==> src/rtl/forth_ctrl_pkg.sv <==
`default_nettype none
// ============================================================================
// Module : forth_ctrl_pkg
// Brief  : Shared Forth-core control encodings (Y-mux selects, MD/SR ops, FSM)
// Rev    : 1.0  initial release
// ============================================================================
package forth_ctrl_pkg;

  localparam logic [2:0] Y_N     = 3'b000;
  localparam logic [2:0] Y_NC    = 3'b001;
  localparam logic [2:0] Y_MD    = 3'b010;
  localparam logic [2:0] Y_SR    = 3'b011;
  localparam logic [2:0] Y_GBUS  = 3'b100;
  localparam logic [2:0] Y_R     = 3'b101;
  localparam logic [2:0] Y_PC    = 3'b110;
  localparam logic [2:0] Y_INDEX = 3'b111;

  localparam logic [1:0] OP_MUL  = 2'b00;
  localparam logic [1:0] OP_DIV  = 2'b01;
  localparam logic [1:0] OP_SQRT = 2'b10;
  localparam logic [1:0] OP_ILL  = 2'b11;

  typedef enum logic [1:0] {
    ST_IDLE   = 2'b00,
    ST_INIT   = 2'b01,
    ST_STEP   = 2'b10,
    ST_FINISH = 2'b11
  } md_state_t;

  // Square root iterates on the SR accumulator; multiply and divide share MD.
  function automatic logic [2:0] step_sel(input logic [1:0] op);
    return (op == OP_SQRT) ? Y_SR : Y_MD;
  endfunction

endpackage
`default_nettype wire

==> src/rtl/step_counter.sv <==
`default_nettype none
// ============================================================================
// Module : step_counter
// Brief  : Iteration counter with clear, enable and terminal-count flag
// Rev    : 1.0  initial release
// ============================================================================
module step_counter #(
  parameter int STEPS = 16,
  parameter int CNT_W = 5
) (
  input  logic             clk,
  input  logic             rst_n,
  input  logic             clr,
  input  logic             en,
  output logic [CNT_W-1:0] cnt,
  output logic             tc
);

  localparam logic [CNT_W-1:0] C_LAST = CNT_W'(STEPS - 1);
  localparam logic [CNT_W-1:0] C_ONE  = CNT_W'(1);

  logic [CNT_W-1:0] r_cnt;

  always_ff @(posedge clk or negedge rst_n) begin
    if (!rst_n) begin
      r_cnt <= '0;
    end else if (clr) begin
      r_cnt <= '0;
    end else if (en) begin
      r_cnt <= r_cnt + C_ONE;
    end
  end

  assign cnt = r_cnt;
  assign tc  = (r_cnt == C_LAST);

endmodule
`default_nettype wire

==> src/rtl/md_sr_sequencer.sv <==
`default_nettype none
// ============================================================================
// Module : md_sr_sequencer
// Brief  : Multi-cycle multiply/divide/sqrt sequencer driving the Y-mux select
// Rev    : 1.0  initial release
// ============================================================================
module md_sr_sequencer
  import forth_ctrl_pkg::*;
#(
  parameter int STEPS = 16,
  parameter int CNT_W = 5
) (
  input  logic             clk,
  input  logic             rst_n,
  input  logic             start,
  input  logic [1:0]       op,
  input  logic             abort,
  output logic [2:0]       select_y,
  output logic             load_en,
  output logic             step_en,
  output logic             wb_en,
  output logic [CNT_W-1:0] step_cnt,
  output logic             busy,
  output logic             done,
  output logic             err
);

  md_state_t  r_state;
  md_state_t  w_next;
  logic [1:0] r_op;
  logic       r_err;
  logic       w_tc;
  logic       w_accept;
  logic       w_reject;

  assign w_accept = (r_state == ST_IDLE) && start && !abort && (op != OP_ILL);
  assign w_reject = (r_state == ST_IDLE) && start && !abort && (op == OP_ILL);

  // Counter only runs while iterating; any exit from STEP returns it to zero.
  step_counter #(
    .STEPS (STEPS),
    .CNT_W (CNT_W)
  ) u_step_counter (
    .clk   (clk),
    .rst_n (rst_n),
    .clr   (w_next != ST_STEP),
    .en    (r_state == ST_STEP),
    .cnt   (step_cnt),
    .tc    (w_tc)
  );

  always_ff @(posedge clk or negedge rst_n) begin
    if (!rst_n) begin
      r_state <= ST_IDLE;
      r_op    <= OP_MUL;
      r_err   <= 1'b0;
    end else begin
      r_state <= w_next;
      r_err   <= w_reject;
      if (w_accept) begin
        r_op <= op;
      end
    end
  end

  always_comb begin
    w_next   = r_state;
    select_y = Y_N;
    load_en  = 1'b0;
    step_en  = 1'b0;
    wb_en    = 1'b0;
    busy     = 1'b0;
    done     = 1'b0;
    case (r_state)
      ST_IDLE: begin
        if (w_accept) begin
          w_next = ST_INIT;
        end
      end
      ST_INIT: begin
        load_en = 1'b1;
        busy    = 1'b1;
        w_next  = abort ? ST_IDLE : ST_STEP;
      end
      ST_STEP: begin
        step_en  = 1'b1;
        busy     = 1'b1;
        select_y = step_sel(r_op);
        if (abort) begin
          w_next = ST_IDLE;
        end else if (w_tc) begin
          w_next = ST_FINISH;
        end
      end
      ST_FINISH: begin
        // Divide needs the carry-corrected remainder path on write-back.
        wb_en    = 1'b1;
        done     = 1'b1;
        busy     = 1'b1;
        select_y = (r_op == OP_DIV) ? Y_NC : Y_N;
        w_next   = ST_IDLE;
      end
      default: begin
        w_next = ST_IDLE;
      end
    endcase
  end

  assign err = r_err;

endmodule
`default_nettype wire

==> config.mk <==
export PLATFORM = sky130hd
export DESIGN_NAME = md_sr_sequencer
export DESIGN_NICKNAME = d
export VERILOG_FILES = /design/src/rtl/forth_ctrl_pkg.sv /design/src/rtl/step_counter.sv /design/src/rtl/md_sr_sequencer.sv
export SDC_FILE = /design/constraint.sdc
export NUM_CORES = 1
export LEC_CHECK = 0
export CORE_MARGIN = 2
export CORE_UTILIZATION = 25
export DETAILED_ROUTE_END_ITERATION = 8
export SYNTH_ARGS = -nofsm -noshare
export SYNTH_HDL_FRONTEND = slang
export SYNTH_SLANG_ARGS = --single-unit
==> constraint.sdc <==
create_clock -name clk -period 4.21 [get_ports clk]
set_input_delay 0.421 -clock clk [delete_from_list [all_inputs] [get_ports clk]]
set_output_delay 0.421 -clock clk [all_outputs]
set_load 0.1 [all_outputs]
Word-level counts from Yosys, hierarchy flattened
Index checks and enable logic that the tools add are counted.

storage, ports and cells
  memory bits (read-only) = 0
  bits in registers = 10
  RAM bits = 0
  bits in latches = 0
  input bits = 6
  memories kept = 0

operators by class
  multipliers = 0
  $lt $le $gt $ge = 0
  reductions and logical operators = 8
  shift-type cells = 0
  bitwise operators = 0
  div/mod/pow operators = 0
  equal/unequal tests = 9
  add/subtract/negate cells = 1
  multiplexer cells = 14

operators with widths
  operator                                              count
  two-way mux 5 bit                                     2
  equality test 2 bit (second input constant)           4
  two-way mux 2 bit                                     4
  one-hot mux 2 bit (4 select lines)                    1
  two-way mux 1 bit                                     6
  adder 5 x 1 -> 5 bit (second input constant)          1
  equality test 5 x 4 -> 1 bit (second input constant)  1
  equality test 2 x 1 -> 1 bit (second input constant)  2
  logical AND 1 bit                                     4
  != test 2 bit (second input constant)                 2
  one-hot mux 2 bit (2 select lines)                    1
  OR reduction 3 bit                                    1
  logical NOT 2 bit                                     1
  nonzero test 2 bit                                    1
  logical NOT 1 bit                                     1

Logic depth before layout (Yosys ltp)
Gate-level depths: netlist (run 1).

  depth in word-level cells = 8
  mapped depth = 6

Modules after synthesis
A second synthesis (run 1) with hierarchy kept.

unflattened totals
  cells, all modules = 54
  area, all modules = 561.8 sq um

modules (own cells, without submodules)
  module           cells an instance  sequential area each (sq um)  area an instance (sq um)  instances
  md_sr_sequencer  31                 125.1                         291.5                     1
  step_counter     23                 125.1                         270.3                     1

Worst setup path after synthesis (run 1)
No wires, ideal clock.

  kind = reg-to-output
  start point = register r_state[0]
  end point = output port select_y[0]
  buffers on the path = 1
  stages on the path, launching flop included = 5
  data arrival time = 2804 ps
  path slack = 985 ps
  path through = dfrtp_1 buf_6 nor2_1 nand2_1 a21boi_0

on the way
  longest elaborated chain between the ends = 2
  elaborated cells between the ends (all ways) = 3
  those cells by class = 2 x eq/ne; 1 x mux

RTL lines
  item                                    line                   source
  start: declaration                      md_sr_sequencer.sv:28  md_state_t r_state;
  start signal: assignment                md_sr_sequencer.sv:58  r_state <= w_next;
  equality test 2 bit                     md_sr_sequencer.sv:74  case (r_state)
  one-hot mux 2 bit (2 select lines) (*)  md_sr_sequencer.sv:74
  end: declaration                        md_sr_sequencer.sv:18  output logic [2:0] select_y,

Mark *: on every way between the ends. The rest lies on a longest branch, timed or not.

Final worst setup path (run 1)
  start point = register r_state[0]
  end point = output port load_en

on the way
  longest elaborated chain between the ends = 2

RTL lines
  item                          line                   source
  equality test 2 x 1 -> 1 bit  md_sr_sequencer.sv:74
  two-way mux 1 bit             md_sr_sequencer.sv:74
  end: declaration              md_sr_sequencer.sv:19  output logic load_en,

Every way passes these cells.

==> metrics.txt, run 1 <==
CTS Hold Bufs 0; FF-to-FF setup slack 2370 ps; CTS tree done; min Tclk post-route 2830 ps; max-cap violations 0; fin nets 84; initial antenna violation count 0; worst min path class input port to async pin; DP Worst Slack 1660 ps; Via density 4.44; GRT Util Overall 0.107; post-synthesis register bit count 10; WP data arrival 2410 ps; root buffer cell clkbuf_4; Synth cell types 29; Setup-failing EPs final 0; post_cts resized 0; Crit. End Element output port; main combinational cell family by area after synthesis simple AND/OR/NAND/NOR gates; RR Endpoint u_step_counter.cnt[3]; Util after Layout 0.346; Worst Skew 6.55 ps; gpl congestion 0.763; port bufs 18; hpwl dp 906 um; WS Path Type register to output port; DRT Wirelength 1.16 mm; max-slew violations 0; Mapped Area 569 um2; CP endpoint load_en; setup slack after layout 1380 ps; row cnt 17; commonest non-fill, non-tap cell in the layout clkdlybuf4s50_1; share of cells above drive strength 1 0.122; total gr overflow 0; RSZ-0062 raised after global routing false; Crit-path slowest cell clkdlybuf4s50_1; setup tns final 0 ps; Post-Synth Adder-Cell Area 0.0440; cell count after synthesis 60; Worst EP required 3790 ps; final hold vios 0; Die Y-Extent 51.7 um; Critical Path Source r_state[0]; Worst Max-Slew Pin Slew 968 ps; Initial Utilization 0.260; synth warn 0; worst skew pair latency 270 ps; leakage 0.323 nW; final antenna-violating net count 0; status completed; Clock Pin Slew Worst Setup and Hold Paths 60 ps; routed len/inst 11.4 um; most frequent cells in the layout 18 x clkdlybuf4s50_1, 10 x nor2_1, 10 x dfrtp_1; worst-path fanout max 10; worst relative slew slack 0.353; I/O pin count 20; simple-gate portion of the synthesized area 0.251; Max IR drop VDD 0.113 mV; Largest stage delay, worst path 1230 ps; CP Launch Type register; die area 0.00267 mm2; via count 453; Area growth syn-to-layout 33.2%; mux cell area share after synthesis 0.0176; Power Dens Cells 319 mW/mm2; ant diodes 0; 1st-pass router iterations 3; post-synthesis sequential area ratio 0.440; XOR/XNOR Fraction of Synth Area 0.0154; syn_nets 68; chip width 51.7 um; core area 0.00219 mm2; first-pass GRT wire length 1.91 mm; drt drc 0; Avg Cell Area, Syn 9.49 um2; Initial DRC Count 3; pin count of the biggest net entering global routing 11; Area after DPL 736 um2; clk sinks 10; final worst path period share 0.672; Synth Area in Compound Gates 0.127; Clock Path Buffers 2; H-tree Lvls 1; r2r startpoint u_step_counter.cnt[0]; Num CTS Buffers 3; Post-CTS Setup Bufs 0; Reg2Reg Depth 6; number of global-route vias before repair 390; fmax 0.353 GHz; fin area 758 um2; CP Cell Sequence nor2b_1, clkdlybuf4s50_1
-- cell families after synthesis --
family / Yosys count
AO/OA/AOI/OAI: 10
XOR/XNOR: 1
adder cells (fa/ha/maj): 2
buffers and inverters: 9
flip-flops: 10
multiplexers: 1
other: 1
AND/OR/NAND/NOR: 26
-- layout make-up --
cell class,instances,area [um2]
clock buffer,3,22.5
fill,226,1430
inverter,2,7.51
multi-input combinational,41,263
sequential,10,250
tap,28,35.0
timing repair buffer,18,180
-- cells in the mapped netlist, drive strengths merged --
cell type | instances | area, um2
a21boi | 1 | 7.51
a21oi | 4 | 20.0
a22oi | 1 | 7.51
a311oi | 1 | 8.76
a31o | 1 | 8.76
and2 | 1 | 6.26
and2b | 1 | 7.51
and3 | 1 | 6.26
and4bb | 1 | 12.5
buf | 6 | 43.8
clkbuf | 1 | 5.00
conb | 1 | 3.75
dfrtp | 10 | 250
ha | 2 | 25.0
inv | 2 | 7.51
mux2i | 1 | 10.0
nand2 | 4 | 15.0
nand3 | 1 | 5.00
nand3b | 1 | 7.51
nor2 | 10 | 37.5
nor2b | 1 | 6.26
nor3b | 1 | 7.51
nor4b | 1 | 8.76
o22a | 2 | 20.0
or2 | 2 | 12.5
or4b | 1 | 10.0
xor2 | 1 | 8.76
-- worst min path at each step --
stage / to / slack (ps)
5_1_grt: u_step_counter.cnt[3] / 500
4_1_cts: u_step_counter.cnt[3] / 490
2_1_floorplan: err / 130
3_5_place_dp: r_op[1] / 510
3_3_place_gp: r_op[1] / 500
6_report: u_step_counter.cnt[3] / 470
-- registers in the layout (all words and copies together) (netlist names) --
| register | count |
|---|---|
| u_step_counter.cnt | 5 |
| r_state | 2 |
| err | 1 |
| r_op | 2 |
-- stage by stage --
| stage | hold slack (ps) | total power [mW] | instances |
|---|---|---|---|
| finish | 469 | 0.242 | 102 |
| global route | 500 | 0.257 | 102 |
| CTS | 490 | 0.247 | 102 |
| detailed placement | 508 | 0.180 | 99 |
| global placement | 503 | 0.179 | 99 |
| floorplan | 125 | 0.165 | 60 |
-- critical path: cells and delay by family, from the launching register on --
kind | cells | cell delay, ps
AND/OR/NAND/NOR | 1 | 450
buffers and inverters | 1 | 1230
flip-flops | 1 | 470
-- power by group --
part / switching (mW) / internal (mW)
registers: 0.00613 / 0.102
logic: 0.0485 / 0.0204
clock network: 0.0314 / 0.0330
-- routing by layer --
layer | up-vias | global-route usage | share of wire
li1 | 231 | - | -
met1 | 202 | 0.151 | 0.49
met2 | 16 | 0.122 | 0.41
met3 | 4 | 0.0402 | 0.063
met4 | 0 | 0.0921 | 0.039
met5 | - | 0 | 0
(Power assumes the default switching activity.)
==> run 2, diff against run 1 <==
clock period = 2.4 ns   (was 4.21 ns; I/O delays follow)
==> metrics.txt, run 2 (same netlist as run 1, synthesis figures left out) <==
Clock Path Buffers 2 (unchanged); Clock Pin Slew Worst Setup and Hold Paths 70 ps (about the same); worst relative slew slack 0.625 (+0.272); CP Launch Type register; drt drc 0 (unchanged); port bufs 18 (unchanged); first-pass GRT wire length 1.89 mm (-1.1%); Net Switching 0.159 mW (+85%); final antenna-violating net count 0 (unchanged); Initial Utilization 0.260 (unchanged); final worst path period share 0.801; fin nets 84 (unchanged); routed len/inst 11.3 um (-0.89%); status completed; clk sinks 10 (unchanged); GRT Util Overall 0.102 (-0.00554); setup tns final 0 ps (unchanged); Worst Max-Slew Pin Slew 561 ps (-407 ps); commonest non-fill, non-tap cell in the layout buf_4; Net Sw Frac 0.343 (-0.0129); share of total power in combinational logic 0.256 (-0.029); Min Hold Slack 278 ps (-191 ps); initial antenna violation count 0 (unchanged); fillers 235 (+4.0%); leakage 0.356 nW (+10%); pin count of the biggest net entering global routing 11 (unchanged); Num CTS Buffers 3 (unchanged); core area 0.00219 mm2 (unchanged); die area 0.00267 mm2 (unchanged); root buffer cell clkbuf_4; min Tclk post-route 1920 ps; hpwl dp 889 um (-1.9%); Worst Skew 5.35 ps (-1.20 ps); Pint 0.305 mW (+96%); CTS tree done; number of global-route vias before repair 429 (+10%); max-slew violations 0 (unchanged); WP data arrival 1680 ps (-730 ps); Die Y-Extent 51.7 um (unchanged); 1st-pass router iterations 4 (+1); H-tree Lvls 1 (unchanged); Initial DRC Count 12 (+9); via count 457 (+0.88%); Via density 4.44 (about the same); max-cap violations 0 (unchanged); Clock power frac 0.334 (+0.068); Crit. End Element output port; chip width 51.7 um (unchanged); ant diodes 0 (unchanged); worst min path class input port to async pin; final hold vios 0 (unchanged); CTS Hold Bufs 0 (unchanged); I/O pin count 20 (unchanged); most frequent cells in the layout 13 x buf_4, 10 x nor2_1, 10 x dfrtp_1; post_cts resized 0 (unchanged); fmax 0.520 GHz; Area growth syn-to-layout 29.9%; RSZ-0062 raised after global routing false; share of power burned in registers 0.410 (-0.039); Largest register FFs 5 (unchanged); share of cells above drive strength 1 0.307 (+0.185); total gr overflow 0 (unchanged); gpl congestion 0.706 (-7.4%); row cnt 17 (unchanged); worst skew pair latency 270 ps (about the same); Max IR drop VDD 0.262 mV (+130%); Power Dens Cells 627 mW/mm2 (+97%); Worst EP required 2160 ps (-1630 ps); Post-CTS Setup Bufs 0 (unchanged); Setup-failing EPs final 0 (unchanged); worst-path fanout max 10 (unchanged); DRT Wirelength 1.16 mm (about the same); WS Path Type register to output port
[run 2: cell count changes in the layout (fill, tap and decap cells not counted), sizes merged]
cell	previous run	this run
buf	0	13
clkdlybuf4s50	18	5
clkbuf	3	4
[run 2: power groups by stage]
stage | registers, mW | clock network [mW] | logic, mW
floorplan | 0.198 | 0 | 0.0910
finish | 0.190 | 0.155 | 0.119
global route | 0.193 | 0.169 | 0.125
global placement | 0.193 | 0 | 0.119
CTS | 0.190 | 0.163 | 0.120
detailed placement | 0.193 | 0 | 0.119
[run 2: area by class of cell]
type | count | area (um2) | share of cell area
well taps | 28 | 35.0 | 0.0474
inverters | 2 | 7.51 | 0.0102
clock buffers | 4 | 36.3 | 0.0491
multi-input cells | 41 | 263 | 0.355
flip-flops and latches | 10 | 250 | 0.338
repair buffers | 18 | 148 | 0.200
[run 2: layer usage]
metal,part of all wire,wire length [um],global-route usage
met1,0.47,547,0.129
met2,0.45,527,0.141
met3,0.044,51,0.0144
met4,0.031,36,0.105
met5,0,0,0
[run 2: critical path, cell delays in order, from the launching register on]
cell and delay [ps]:
dfrtp_1 490, nor2b_1 520, buf_4 400
[run 2: path summary, 6_finish.rpt]
check / startpoint / slack, ps / cells after the start / end
max in group asynchronous: rst_n / 1800 / 1 / u_step_counter.cnt[0]
min in group clk: r_op[1] / 530 / 1 / r_op[1]
hold / removal: rst_n / 280 / 1 / r_op[1]
hold reg to reg: r_op[1] / 530 / 1 / r_op[1]
setup / recovery: r_state[0] / 480 / 2 / load_en
setup reg to reg: u_step_counter.cnt[0] / 530 / 6 / u_step_counter.cnt[3]
[run 2: metrics by stage]
stage | power [mW] | cells | setup WS, ps | cell area [um2] | util
finish | 0.464 | 103 | 477 | 739 | 0.338
global route | 0.488 | 103 | 340 | 739 | 0.338
CTS | 0.472 | 103 | 493 | 739 | 0.338
detailed placement | 0.313 | 99 | 536 | 703 | 0.321
global placement | 0.312 | 99 | 564 | 703 | 0.321
floorplan | 0.289 | 60 | 92.7 | 569 | -
==> run 3, diff against run 2 <==
clock period = 1.9 ns   (was 2.4 ns; I/O delays follow)
==> metrics.txt, run 3 (same netlist as run 1, synthesis figures left out) <==
via count 486 (+6.3%); initial antenna violation count 0 (unchanged); Die Y-Extent 51.7 um (unchanged); WP data arrival 1970 ps (+290 ps); Power Dens Cells 717 mW/mm2 (+14%); post_cts resized 0 (unchanged); DP Worst Slack 117 ps (-419 ps); worst skew pair latency 270 ps (about the same); Crit. End Element register; Critical path buffers and inverters 0 (-1); core area 0.00219 mm2 (unchanged); gpl congestion 0.692 (-1.9%); min Tclk post-route 1800 ps; max-cap violations 0 (unchanged); max-slew violations 0 (unchanged); Clock Pin Slew Worst Setup and Hold Paths 70 ps (about the same); port bufs 18 (unchanged); Largest register FFs 5 (unchanged); row cnt 17 (unchanged); CP Launch Type register; drt drc 0 (unchanged); worst min path class input port to async pin; leakage 0.382 nW (+7.2%); number of global-route vias before repair 510 (+19%); final worst path period share 0.948; Area growth syn-to-layout 51.6%; pin count of the biggest net entering global routing 11 (unchanged); CP Cell Sequence ha_1, and3_1, ha_1, nor3b_2, a21oi_1, a311oi_1; Initial DRC Count 2 (-10); first-pass GRT wire length 2.19 mm (+16%); WS Path Type register to register; Worst EP required 2070 ps (-90 ps); fin area 863 um2 (+17%); setup tns final 0 ps (unchanged); final hold vios 0 (unchanged); 1st-pass router iterations 2 (-2); CTS Hold Bufs 0 (unchanged); GRT Util Overall 0.113 (+0.0110); Largest stage delay, worst path 490 ps (-30 ps); most frequent CP cell ha_1; fmax 0.555 GHz; commonest non-fill, non-tap cell in the layout nor2_1; Clock Path Buffers 2 (unchanged); RSZ-0062 raised after global routing false; status completed; total gr overflow 0 (unchanged); DRT Wirelength 1.26 mm (+8.4%); family with the most delay on the worst path flip-flops; Initial Utilization 0.260 (unchanged); clk sinks 10 (unchanged); hpwl dp 1.01 mm (+13%); die area 0.00267 mm2 (unchanged); Area after DPL 827 um2 (+18%); H-tree Lvls 1 (unchanged); CTS tree done; Max IR drop VDD 0.356 mV (+36%); setup slack after layout 98.5 ps (-378 ps); ant diodes 0 (unchanged); Via density 4.63 (+4.3%); I/O pin count 20 (unchanged); Worst Skew 1.54 ps (-3.81 ps); most frequent cells in the layout 10 x nor2_1, 8 x buf_4, 7 x buf_12; Num CTS Buffers 3 (unchanged); fin nets 86 (+2.4%); Setup-failing EPs final 0 (unchanged); routed len/inst 12.0 um (+6.4%); chip width 51.7 um (unchanged); root buffer cell clkbuf_4; share of cells above drive strength 1 0.429 (+0.122); Util after Layout 0.394 (+0.0565); Post-CTS Setup Bufs 0 (unchanged); FF-to-FF setup slack 100 ps (-430 ps); fillers 223 (-5.1%); Crit-path slowest cell dfrtp_4; final antenna-violating net count 0 (unchanged); worst-path fanout max 4 (-6)
run 3: power by group:
| part | switching [mW] | total, mW | internal [mW] |
|---|---|---|---|
| combinational | 0.115 | 0.182 | 0.0663 |
| sequential | 0.0145 | 0.241 | 0.227 |
| clock | 0.0796 | 0.196 | 0.116 |
run 3: worst paths after layout:
check / cells after the start / endpoint / from
setup / recovery: 6 / u_step_counter.cnt[3] / u_step_counter.cnt[0]
hold / removal: 1 / u_step_counter.cnt[0] / rst_n
setup reg to reg: 6 / u_step_counter.cnt[3] / u_step_counter.cnt[0]
hold reg to reg: 1 / r_op[1] / r_op[1]
max in group asynchronous: 1 / u_step_counter.cnt[1] / rst_n
min in group clk: 1 / r_op[1] / r_op[1]
run 3: final cells by class:
type / instances / area [um2] / area share
clock buffers: 4 / 36.3 / 0.0420
inverters: 2 / 7.51 / 0.00870
multi-input cells: 41 / 273 / 0.316
flip-flops and latches: 10 / 262 / 0.303
well taps: 28 / 35.0 / 0.0406
repair buffers: 20 / 250 / 0.290
run 3: layer usage:
| metal | share of wire | vias up | track usage |
|---|---|---|---|
| li1 | - | 234 | - |
| met1 | 0.41 | 236 | 0.124 |
| met2 | 0.54 | 12 | 0.197 |
| met3 | 0.024 | 4 | 0.0172 |
| met4 | 0.029 | 0 | 0.0789 |
| met5 | 0 | - | 0 |
run 3: per-stage QoR:
step	hold slack, ps	cells	total power [mW]
after global placement	497	101	0.424
after floorplan	-106	60	0.368
final	241	105	0.619
after CTS	255	105	0.627
after global routing	276	105	0.651
after detailed placement	510	101	0.429
